<file path="config.mk">
export PLATFORM = sky130hd
export DESIGN_NAME = uart_cmd_parser_flat
export DESIGN_NICKNAME = d
export VERILOG_FILES = /design/src/rtl/uart_cmd_parser_pkg.sv /design/src/rtl/uart_cmd_parser_if.sv /design/src/rtl/uart_cmd_parser.sv /design/src/flat_wrapper.sv
export SDC_FILE = /design/constraint.sdc
export NUM_CORES = 1
export LEC_CHECK = 0
export BUFFER_PORTS_ARGS = -buffer_cell sky130_fd_sc_hd__buf_2
export CAP_MARGIN = 20
export CORE_MARGIN = 2
export CORE_UTILIZATION = 30
export CTS_CLUSTER_DIAMETER = 40
export DETAILED_ROUTE_END_ITERATION = 10
export GPL_ROUTABILITY_DRIVEN = 0
export PLACE_DENSITY_LB_ADDON = 0.15
export RECOVER_POWER = 100
export SLEW_MARGIN = 5
export SYNTH_ARGS = -nofsm -noshare
export SYNTH_HDL_FRONTEND = slang
export SYNTH_SLANG_ARGS = --single-unit
</file>
<file path="constraint.sdc">
create_clock -name clk -period 2.6 [get_ports clk]
set_input_delay 0.26 -clock clk [delete_from_list [all_inputs] [get_ports clk]]
set_output_delay 0.26 -clock clk [all_outputs]
set_load 0.01 [all_outputs]
</file>
<file path="src/rtl/uart_cmd_parser_pkg.sv">
// Shared types, ASCII constants and hex helpers for the inbound debug command parser.
package uart_cmd_pkg;

    typedef enum logic [2:0] {
        ST_IDLE,
        ST_SEP1,
        ST_ADDR,
        ST_SEP2,
        ST_DATA,
        ST_ISSUE,
        ST_DISCARD
    } state_e;

    localparam logic [7:0] ASCII_CR   = 8'h0D;
    localparam logic [7:0] ASCII_LF   = 8'h0A;
    localparam logic [7:0] ASCII_SP   = 8'h20;
    localparam logic [7:0] ASCII_W_UC = 8'h57;
    localparam logic [7:0] ASCII_W_LC = 8'h77;
    localparam logic [7:0] ASCII_R_UC = 8'h52;
    localparam logic [7:0] ASCII_R_LC = 8'h72;

    function automatic logic is_hex(input logic [7:0] b);
        return (b >= 8'h30 && b <= 8'h39) ||
               (b >= 8'h41 && b <= 8'h46) ||
               (b >= 8'h61 && b <= 8'h66);
    endfunction

    // Inverse of the logger's nibble-to-ASCII encoder; only meaningful when is_hex(b).
    function automatic logic [3:0] hex_val(input logic [7:0] b);
        logic [7:0] t;
        if (b <= 8'h39)      t = b - 8'h30;
        else if (b <= 8'h46) t = b - 8'h37;
        else                 t = b - 8'h57;
        return t[3:0];
    endfunction

    function automatic logic is_term(input logic [7:0] b);
        return (b == ASCII_CR) || (b == ASCII_LF);
    endfunction

endpackage

</file>
<file path="src/rtl/uart_cmd_parser_if.sv">
// Request channel from the command parser to the memory/debug bus.
interface uart_cmd_parser_if;
    logic        cmd_valid;
    logic        cmd_ready;
    logic        cmd_write;
    logic [31:0] cmd_addr;
    logic [31:0] cmd_wdata;

    modport master (output cmd_valid, cmd_write, cmd_addr, cmd_wdata, input cmd_ready);
    modport slave  (input cmd_valid, cmd_write, cmd_addr, cmd_wdata, output cmd_ready);
endinterface

</file>
<file path="src/rtl/uart_cmd_parser.sv">
// Parses ASCII "W addr data" / "R addr" lines from the UART receiver into one
// bus request per line, with error pulses for malformed lines, overruns and timeouts.
module uart_cmd_parser
    import uart_cmd_pkg::*;
#(
    parameter int CLK_FREQ   = 27,
    parameter int TIMEOUT_MS = 100
) (
    input  logic                      clk,
    input  logic                      rst,
    input  logic [7:0]                rx_data,
    input  logic                      rx_valid,
    uart_cmd_parser_if.master         cmd,
    output logic                      err,
    output logic                      busy
);

    localparam longint     LIMIT    = longint'(CLK_FREQ) * 64'd1000 * longint'(TIMEOUT_MS);
    localparam bit         TMO_EN   = (TIMEOUT_MS > 0);
    localparam logic [31:0] LIMIT_M1 = TMO_EN ? 32'(LIMIT - 64'd1) : 32'd0;

    state_e      state_q, state_d;
    logic        wr_q, wr_d;
    logic [31:0] addr_q, addr_d;
    logic [31:0] data_q, data_d;
    logic [3:0]  cnt_q, cnt_d;
    logic        err_q, err_d;
    logic        vld_q, vld_d;
    logic [31:0] timer_q, timer_d;

    logic       active, timeout;
    logic       hex, term, sp, cnt_ok, has_dig, bad;
    logic [3:0] nib;

    assign active = (state_q == ST_SEP1) || (state_q == ST_ADDR) || (state_q == ST_SEP2) ||
                    (state_q == ST_DATA) || (state_q == ST_DISCARD);
    assign timeout = TMO_EN && active && !rx_valid && (timer_q == LIMIT_M1);

    always_comb begin
        timer_d = '0;
        if (TMO_EN && active && !rx_valid) timer_d = timer_q + 32'd1;
    end

    always_ff @(posedge clk or negedge rst) begin
        if (!rst) timer_q <= '0;
        else      timer_q <= timer_d;
    end

    assign hex     = is_hex(rx_data);
    assign nib     = hex_val(rx_data);
    assign term    = is_term(rx_data);
    assign sp      = (rx_data == ASCII_SP);
    assign cnt_ok  = (cnt_q < 4'd8);
    assign has_dig = (cnt_q != 4'd0);

    always_comb begin
        state_d = state_q;
        wr_d    = wr_q;
        addr_d  = addr_q;
        data_d  = data_q;
        cnt_d   = cnt_q;
        err_d   = 1'b0;
        vld_d   = vld_q;
        bad     = 1'b0;

        if (rx_valid) begin
            case (state_q)
                ST_IDLE: begin
                    if (rx_data == ASCII_W_UC || rx_data == ASCII_W_LC) begin
                        state_d = ST_SEP1;
                        wr_d    = 1'b1;
                    end else if (rx_data == ASCII_R_UC || rx_data == ASCII_R_LC) begin
                        state_d = ST_SEP1;
                        wr_d    = 1'b0;
                    end else if (!term) begin
                        bad = 1'b1;
                    end
                end
                ST_SEP1: begin
                    if (sp) begin
                        state_d = ST_ADDR;
                        addr_d  = '0;
                        data_d  = '0;
                        cnt_d   = '0;
                    end else bad = 1'b1;
                end
                ST_ADDR: begin
                    if (hex && cnt_ok) begin
                        addr_d = {addr_q[27:0], nib};
                        cnt_d  = cnt_q + 4'd1;
                    end else if (sp && wr_q && has_dig) begin
                        state_d = ST_SEP2;
                    end else if (term && !wr_q && has_dig) begin
                        state_d = ST_ISSUE;
                        vld_d   = 1'b1;
                    end else bad = 1'b1;
                end
                ST_SEP2: begin
                    if (hex) begin
                        state_d = ST_DATA;
                        data_d  = {28'd0, nib};
                        cnt_d   = 4'd1;
                    end else bad = 1'b1;
                end
                ST_DATA: begin
                    if (hex && cnt_ok) begin
                        data_d = {data_q[27:0], nib};
                        cnt_d  = cnt_q + 4'd1;
                    end else if (term && has_dig) begin
                        state_d = ST_ISSUE;
                        vld_d   = 1'b1;
                    end else bad = 1'b1;
                end
                ST_ISSUE:   err_d = 1'b1;
                ST_DISCARD: if (term) state_d = ST_IDLE;
                default:    state_d = ST_IDLE;
            endcase
        end

        // A terminator that breaks the grammar already ends the line, so no discard.
        if (bad) begin
            err_d   = 1'b1;
            state_d = term ? ST_IDLE : ST_DISCARD;
        end

        if (state_q == ST_ISSUE && vld_q && cmd.cmd_ready) begin
            vld_d   = 1'b0;
            state_d = ST_IDLE;
        end

        if (timeout) begin
            err_d   = 1'b1;
            state_d = ST_IDLE;
        end
    end

    always_ff @(posedge clk or negedge rst) begin
        if (!rst) begin
            state_q <= ST_IDLE;
            wr_q    <= 1'b0;
            addr_q  <= '0;
            data_q  <= '0;
            cnt_q   <= '0;
            err_q   <= 1'b0;
            vld_q   <= 1'b0;
        end else begin
            state_q <= state_d;
            wr_q    <= wr_d;
            addr_q  <= addr_d;
            data_q  <= data_d;
            cnt_q   <= cnt_d;
            err_q   <= err_d;
            vld_q   <= vld_d;
        end
    end

    assign cmd.cmd_valid = vld_q;
    assign cmd.cmd_write = vld_q & wr_q;
    assign cmd.cmd_addr  = vld_q ? addr_q : 32'd0;
    assign cmd.cmd_wdata = (vld_q && wr_q) ? data_q : 32'd0;
    assign err           = err_q;
    assign busy          = (state_q != ST_IDLE);

endmodule

</file>
<file path="src/flat_wrapper.sv">
// flat-port wrapper written by rule: the top's interface ports become plain ports
module uart_cmd_parser_flat import uart_cmd_pkg::*;
#(
    parameter int CLK_FREQ   = 27,
    parameter int TIMEOUT_MS = 100
)
  (clk, rst, rx_data, rx_valid, err, busy, cmd_cmd_valid, cmd_cmd_write, cmd_cmd_addr, cmd_cmd_wdata, cmd_cmd_ready);
  uart_cmd_parser_if cmd_i ();
  input  logic clk;
  input  logic rst;
  input  logic [7:0] rx_data;
  input  logic rx_valid;
  output logic err;
  output logic busy;
  output wire logic [$bits(cmd_i.cmd_valid)-1:0] cmd_cmd_valid;
  output wire logic [$bits(cmd_i.cmd_write)-1:0] cmd_cmd_write;
  output wire logic [$bits(cmd_i.cmd_addr)-1:0] cmd_cmd_addr;
  output wire logic [$bits(cmd_i.cmd_wdata)-1:0] cmd_cmd_wdata;
  input wire logic [$bits(cmd_i.cmd_ready)-1:0] cmd_cmd_ready;
  assign cmd_cmd_valid = cmd_i.cmd_valid;
  assign cmd_cmd_write = cmd_i.cmd_write;
  assign cmd_cmd_addr = cmd_i.cmd_addr;
  assign cmd_cmd_wdata = cmd_i.cmd_wdata;
  assign cmd_i.cmd_ready = cmd_cmd_ready;
  uart_cmd_parser #(.CLK_FREQ(CLK_FREQ), .TIMEOUT_MS(TIMEOUT_MS)) u_core (.clk(clk), .rst(rst), .rx_data(rx_data), .rx_valid(rx_valid), .cmd(cmd_i), .err(err), .busy(busy));
endmodule
</file>
* Word-level counts from Yosys, hierarchy flattened *
Cells that the tools add are included.

storage, ports and cells
  register bits = 106
  bits of input ports = 12
  output and inout port bits = 68
  word-level logic and storage cells = 153

cells by class
  add/subtract/negate cells = 5
  magnitude comparators = 7
  equal/unequal tests = 33
  muxes and demuxes = 57
  bitwise operators = 1
  reduce and logical (&&, ||, !) cells = 42

operators with widths
  kind                                                               count
  2-to-1 mux 32 bit                                                  7
  case mux 32 bit (3 select lines)                                   1
  case mux 32 bit (2 select lines)                                   1
  2-to-1 mux 3 bit                                                   15
  adder 32 x 1 -> 32 bit, second input constant                      1
  == test 32 x 22 -> 1 bit, second input constant                    1
  == test 8 x 7 -> 1 bit, second input constant                      4
  2-to-1 mux 1 bit                                                   24
  case mux 3 bit (7 select lines)                                    1
  2-to-1 mux 4 bit                                                   5
  == test 8 x 4 -> 1 bit, second input constant                      2
  greater-or-equal comparator 8 x 7 -> 1 bit, second input constant  2
  less-or-equal comparator 8 x 7 -> 1 bit, second input constant     2
  inequality test 3 bit, second input constant                       5
  inequality test 5 x 2 -> 1 bit, second input constant              3
  inequality test 5 x 3 -> 1 bit, second input constant              3
  logical AND 1 bit                                                  14
  case mux 4 bit (3 select lines)                                    1
  nonzero test 3 bit                                                 4
  AND reduction 10 bit                                               1
  AND reduction 5 bit                                                2
  == test 3 bit, second input constant                               3
  logical OR 1 bit                                                   9
  == test 8 x 6 -> 1 bit, second input constant                      1
  other kinds (24)                                                   33

* Depth between registers and ports, before layout *
  depth in word-level cells = 12
  gate-level depth with buffers = 10
  gate-level depth less buffers = 9

* Least setup slack after synthesis *
No wires, ideal clock.

  path kind = register to register
  start point = reg u_core.cnt_q[0]
  end point = reg u_core.state_q[1]
  setup time = 79 ps
  arrival time = 1990 ps
  path slack = 531 ps
  cell stages (with the launch flop) = 10
  buffers on the path = 0
  clock period less this slack = 2069 ps
  cell sequence = dfrtp_1 inv_1 ha_1 or3b_2 and2_1 a21oi_1 a211oi_1 and3_1 nor3_1 mux2i_1

on the way
  word-level cells in the longest chain between the ends = 10
  elaborated cells between the ends (all ways) = 31
  classes of those cells = order compare (1); eq/ne (9); mux (14); reduce/logical (7)

RTL lines
  element                                                                      line                    RTL
  start: declaration                                                           uart_cmd_parser.sv:26   logic [3:0] cnt_q, cnt_d;
  start signal: assignment                                                     uart_cmd_parser.sv:151  cnt_q <= cnt_d;
  parallel branches: the longest is 10 deep, another holds < comparator 4 bit  --
  end signal: assignment                                                       uart_cmd_parser.sv:147  state_q <= state_d;
  end: declaration                                                             uart_cmd_parser.sv:22   state_e state_q, state_d;

Parallel ways; which one is timed is not known. The select of a mux whose other input is x is not followed.
A chain may end at the register's enable or synchronous reset.

* Worst setup path in the final report *
  start point = reg u_core.state_q[0]
  end point = reg u_core.data_q[23]

on the way
  word-level cells in the longest chain between the ends = 3
  elaborated cells between the ends (all ways) = 9
  classes of those cells = eq/ne (6); mux (1); reduce/logical (2)

RTL lines
  element                                                               line                    RTL
  == test 3 bit, or another cell as far along                           uart_cmd_parser.sv:67   case (state_q)
  inequality test 2 bit (no source line), or another cell as far along  --
  AND reduction 5 bit (no source line)                                  --
  end signal: assignment                                                uart_cmd_parser.sv:150  data_q <= data_d;
  end: declaration                                                      uart_cmd_parser.sv:25   logic [31:0] data_q, data_d;

Parallel ways exist; a longest one is shown, timed or not.

==> summary.md <==
| Metric | Value |
|---|---|
| Asr flop ratio synth | between 90% and 100% |
| Clock root cell | clkbuf_16 |
| Die area | between 0.02 and 0.025 sq mm |
| Worst Skew | 10.23 ps |
| Cts hold-fix bufs | 1 |
| Sw power | ~0.0016 W |
| Sequential element share of the synthesized area | between 40% and 50% |
| Count leader, synth | nand2_1 |
| Cells after synthesis | ~660 |
| Hpwl dp | approximately 10 mm |
| Pin count of the biggest net entering global routing | 65 |
| # diodes | 0 |
| RSZ-0062 raised after global routing | no |
| Fin. max-slew vios | 0 |
| Leakage power | around 2.9 nW |
| R2r startpoint | u_core.state_q[0] |
| Final setup fails | 0 |
| Synth cell types | 60 |
| FF-to-FF setup slack | roughly 280 ps |
| CTS Sinks | 106 |
| Peak VDD IR | ~0.31 mV |
| Reg2reg end | u_core.data_q[23] |
| DR DRC count | 0 |
| Core area | 0.01927 sq mm |
| PwrDens | roughly 700 mW/mm^2 |
| Cells after DPL | just under 1000 |
| Power share of the sequential group | between 40% and 50% |
| Yosys top cell by area | dfrtp_1 |
| Kind of critical path | flop to flop |
| Synth area leaders | dfrtp_1 (45%), nand2_1 (9.4%), and3_1 (4.1%), and2_1 (4.0%), o21ai_2 (3.9%) |
| HP Class | input port to flop |
| Tot GR Track Use | between 10% and 20% |
| Final Hold Vio Count | 0 |
| Final worst-path cycle share | a little under 90% |
| Post-synth top cells | nand2_1 (147), dfrtp_1 (106), nor2_1 (46) |
| First-pass GRT wire length | ~25 mm |
| Clk Latency, worst-skew pair | 360 ps |
| Synth top area share | 45.41% |
| Max incr delay on CP | 540 ps |
| #FFs+latches synth | roughly 110 |
| Vias in the first global route | about 4800 |
| Power share of the clock group | roughly 29% |
| Post-Syn Area | about 0.0058 sq mm |
| Max-cap violations | 0 |
| Slowest CP cell | or3_2 |
| Std cell rows | between 50 and 60 |
| Yosys warns | 0 |
| R2R depth | 8 |
| CP Max Fanout | 41 |
| Num ports | 80 |
| Synthesis-to-layout area growth | 12.98% |
| Num CTS Buffers | 9 |
| Initial antenna violation count | 0 |
| Number of flops mapped to enable cells by yosys | 0 |
| DRT antenna net count | 0 |
| Final setup TNS | 0 ps |
| Int Power | 0.002872 W |
| Share of cells above drive strength 1 | 10.46% |
| PostCTS Resize Cnt | 0 |
| Initial DRT Pass Iterations | 4 |
| Net Count, Synth | approximately 680 |
| Pwr Total | around 0.0045 W |
| Critical Path RT | ~2800 ps |
| Slew HR | a little under an eighth |
| Gate power share | a little over a quarter |
| Routed wire length | around 15 mm |
| Critical Path AT | roughly 2500 ps |
| Die W | roughly 140 um |
| CP Cell Sequence | buf_4, nor2_1, and2_1, a31oi_1, or3_2, buf_6, nand2_1, o21ai_0 |
| Switching share of power | around 36% |
| Routed WL per cell | approximately 15 um |
| CTS tree | built |
| Iter 0 DRT Violations | 270 |
| Routed vias/inst | 4.846 |
| Via count | 4851 |
| Die Ht | between 100 and 150 um |
| Startpoint types | flop |
| CTS clk-pin slew, worst paths | approximately 70 ps |
| Max Root-Sink Buffers | 2 |
| Port Buf Inserts | 79 |
| Starting Density | around 30% |
| Post-CTS setup buffers | 0 |
| Setup crit end | u_core.data_q[23] |
| Top FF cell, synth | dfrtp_1 |
| Mean Syn Cell Area | slightly below 9 sq um |
| H-tree Lvls | 3 |
| Minimum clock period after layout | 2316 ps |
| Worst-Margin Slew | approximately 1300 ps |
| Outcome | finished, final reports clean |
| Total grt overflow | 0 |
| Critical Path Source | u_core.state_q[0] |
| Hold_sp | rx_valid |
| Final cell count without fillers | 1001 |
| Nets | between 700 and 800 |
| CP endpoint kind | flop |
| Achievable Freq | about 430 MHz |
==> through the flow <==
stage	utilization [%]	worst slack, ps	instance area (sq um)	hold slack [ps]
after global routing	34.25	88.38	6600	231.4
final	34.25	284.4	6600	224.1
after floorplan	-	530.6	5842	-35.59
after CTS	35.26	232.0	6795	209.9
after detailed placement	33.75	61.33	6504	348.9
after global placement	33.75	176.9	6504	341.5
==> state kept, by name (all words and copies together), names as in the netlist <==
name	flops
u_core.timer_q	32
u_core.cmd.cmd_valid	1
u_core.addr_q	32
u_core.wr_q	1
u_core.data_q	32
u_core.err	1
u_core.cnt_q	4
u_core.state_q	3
==> worst max-delay path, delay by kind of cell, from the launching register on <==
kind	cells	cell delay, ps
AND/OR/NAND/NOR	4	980
AO/OA/AOI/OAI	2	190
flip-flops	1	530
buffers and inverters	2	470
==> routing by layer <==
| metal | global-route usage [%] | vias to the layer above | part of all wire, % |
|---|---|---|---|
| met5 | 0 | - | 0 |
| met4 | 4.128 | 0 | 0.89 |
| met3 | 2.566 | 11 | 3.3 |
| met2 | 24.09 | 79 | 47 |
| met1 | 20.91 | 2368 | 49 |
| li1 | - | 2393 | - |
==> kinds of logic (layout without fill, tap and decap cells) <==
family	Yosys count	after routing	synth area share, %
and+or+nand+nor	338	338	28.46
AOI/OAI and AO/OA	123	123	14.20
DFF	106	106	45.41
buffers and inverters	56	128	5.162
xor gates and xnor gates	28	28	4.198
adders and majority gates	8	8	1.713
muxes	5	5	0.8567
==> area by class of cell <==
class / count / area [sq um]
clock inverters: 6 / 52.55
clock buffers: 10 / 229.0
repair buffers: 99 / 484.2
multi-input cells: 502 / 2801
flip-flops and latches: 106 / 2653
well taps: 265 / 331.6
fillers: 2097 / 12670
inverters: 13 / 48.80
==> worst min-delay path by stage <==
stage	slack, ps	to	depth (start not counted)
after floorplan	-40	u_core.addr_q[0]	0
after global placement	340	u_core.addr_q[28]	1
after detailed placement	350	u_core.addr_q[28]	1
after CTS	210	u_core.err	3
after global routing	230	u_core.err	3
final	220	u_core.err	3
==> power groups by stage <==
stage                     Combinational [W]  Clock (W)  Sequential, W
after detailed placement            0.00125          0        0.00202
final                               0.00120    0.00132        0.00199
after global placement              0.00122          0        0.00202
after global routing                0.00136    0.00144        0.00202
after CTS                           0.00126    0.00136        0.00199
after floorplan                    0.000934          0        0.00193
==> cell usage in the layout, fill, tap and decap left out, types with 3 or more instances in the layout <==
cell / netlist / final
a211oi_1: 3 / 3
a21oi_1: 17 / 17
and2_0: 0 / 18
and2_1: 37 / 19
and3_1: 38 / 38
and4_1: 6 / 6
buf_2: 12 / 29
buf_4: 2 / 14
clkbuf_1: 19 / 49
clkbuf_16: 0 / 9
clkbuf_2: 0 / 5
clkinv_4: 0 / 3
dfrtp_1: 106 / 106
ha_1: 8 / 8
inv_1: 13 / 13
mux2i_1: 5 / 5
nand2_1: 147 / 147
nand2b_1: 8 / 8
nand3_1: 15 / 15
nand4_1: 5 / 5
nor2_1: 46 / 45
nor3_1: 8 / 8
nor4_1: 4 / 4
nor4b_1: 3 / 3
o21ai_0: 13 / 63
o21ai_1: 31 / 3
o21ai_2: 26 / 4
o31ai_1: 10 / 10
or3_1: 7 / 6
xnor2_1: 5 / 5
xor2_1: 23 / 23
Note: power is estimated with default switching activity, not from simulation.
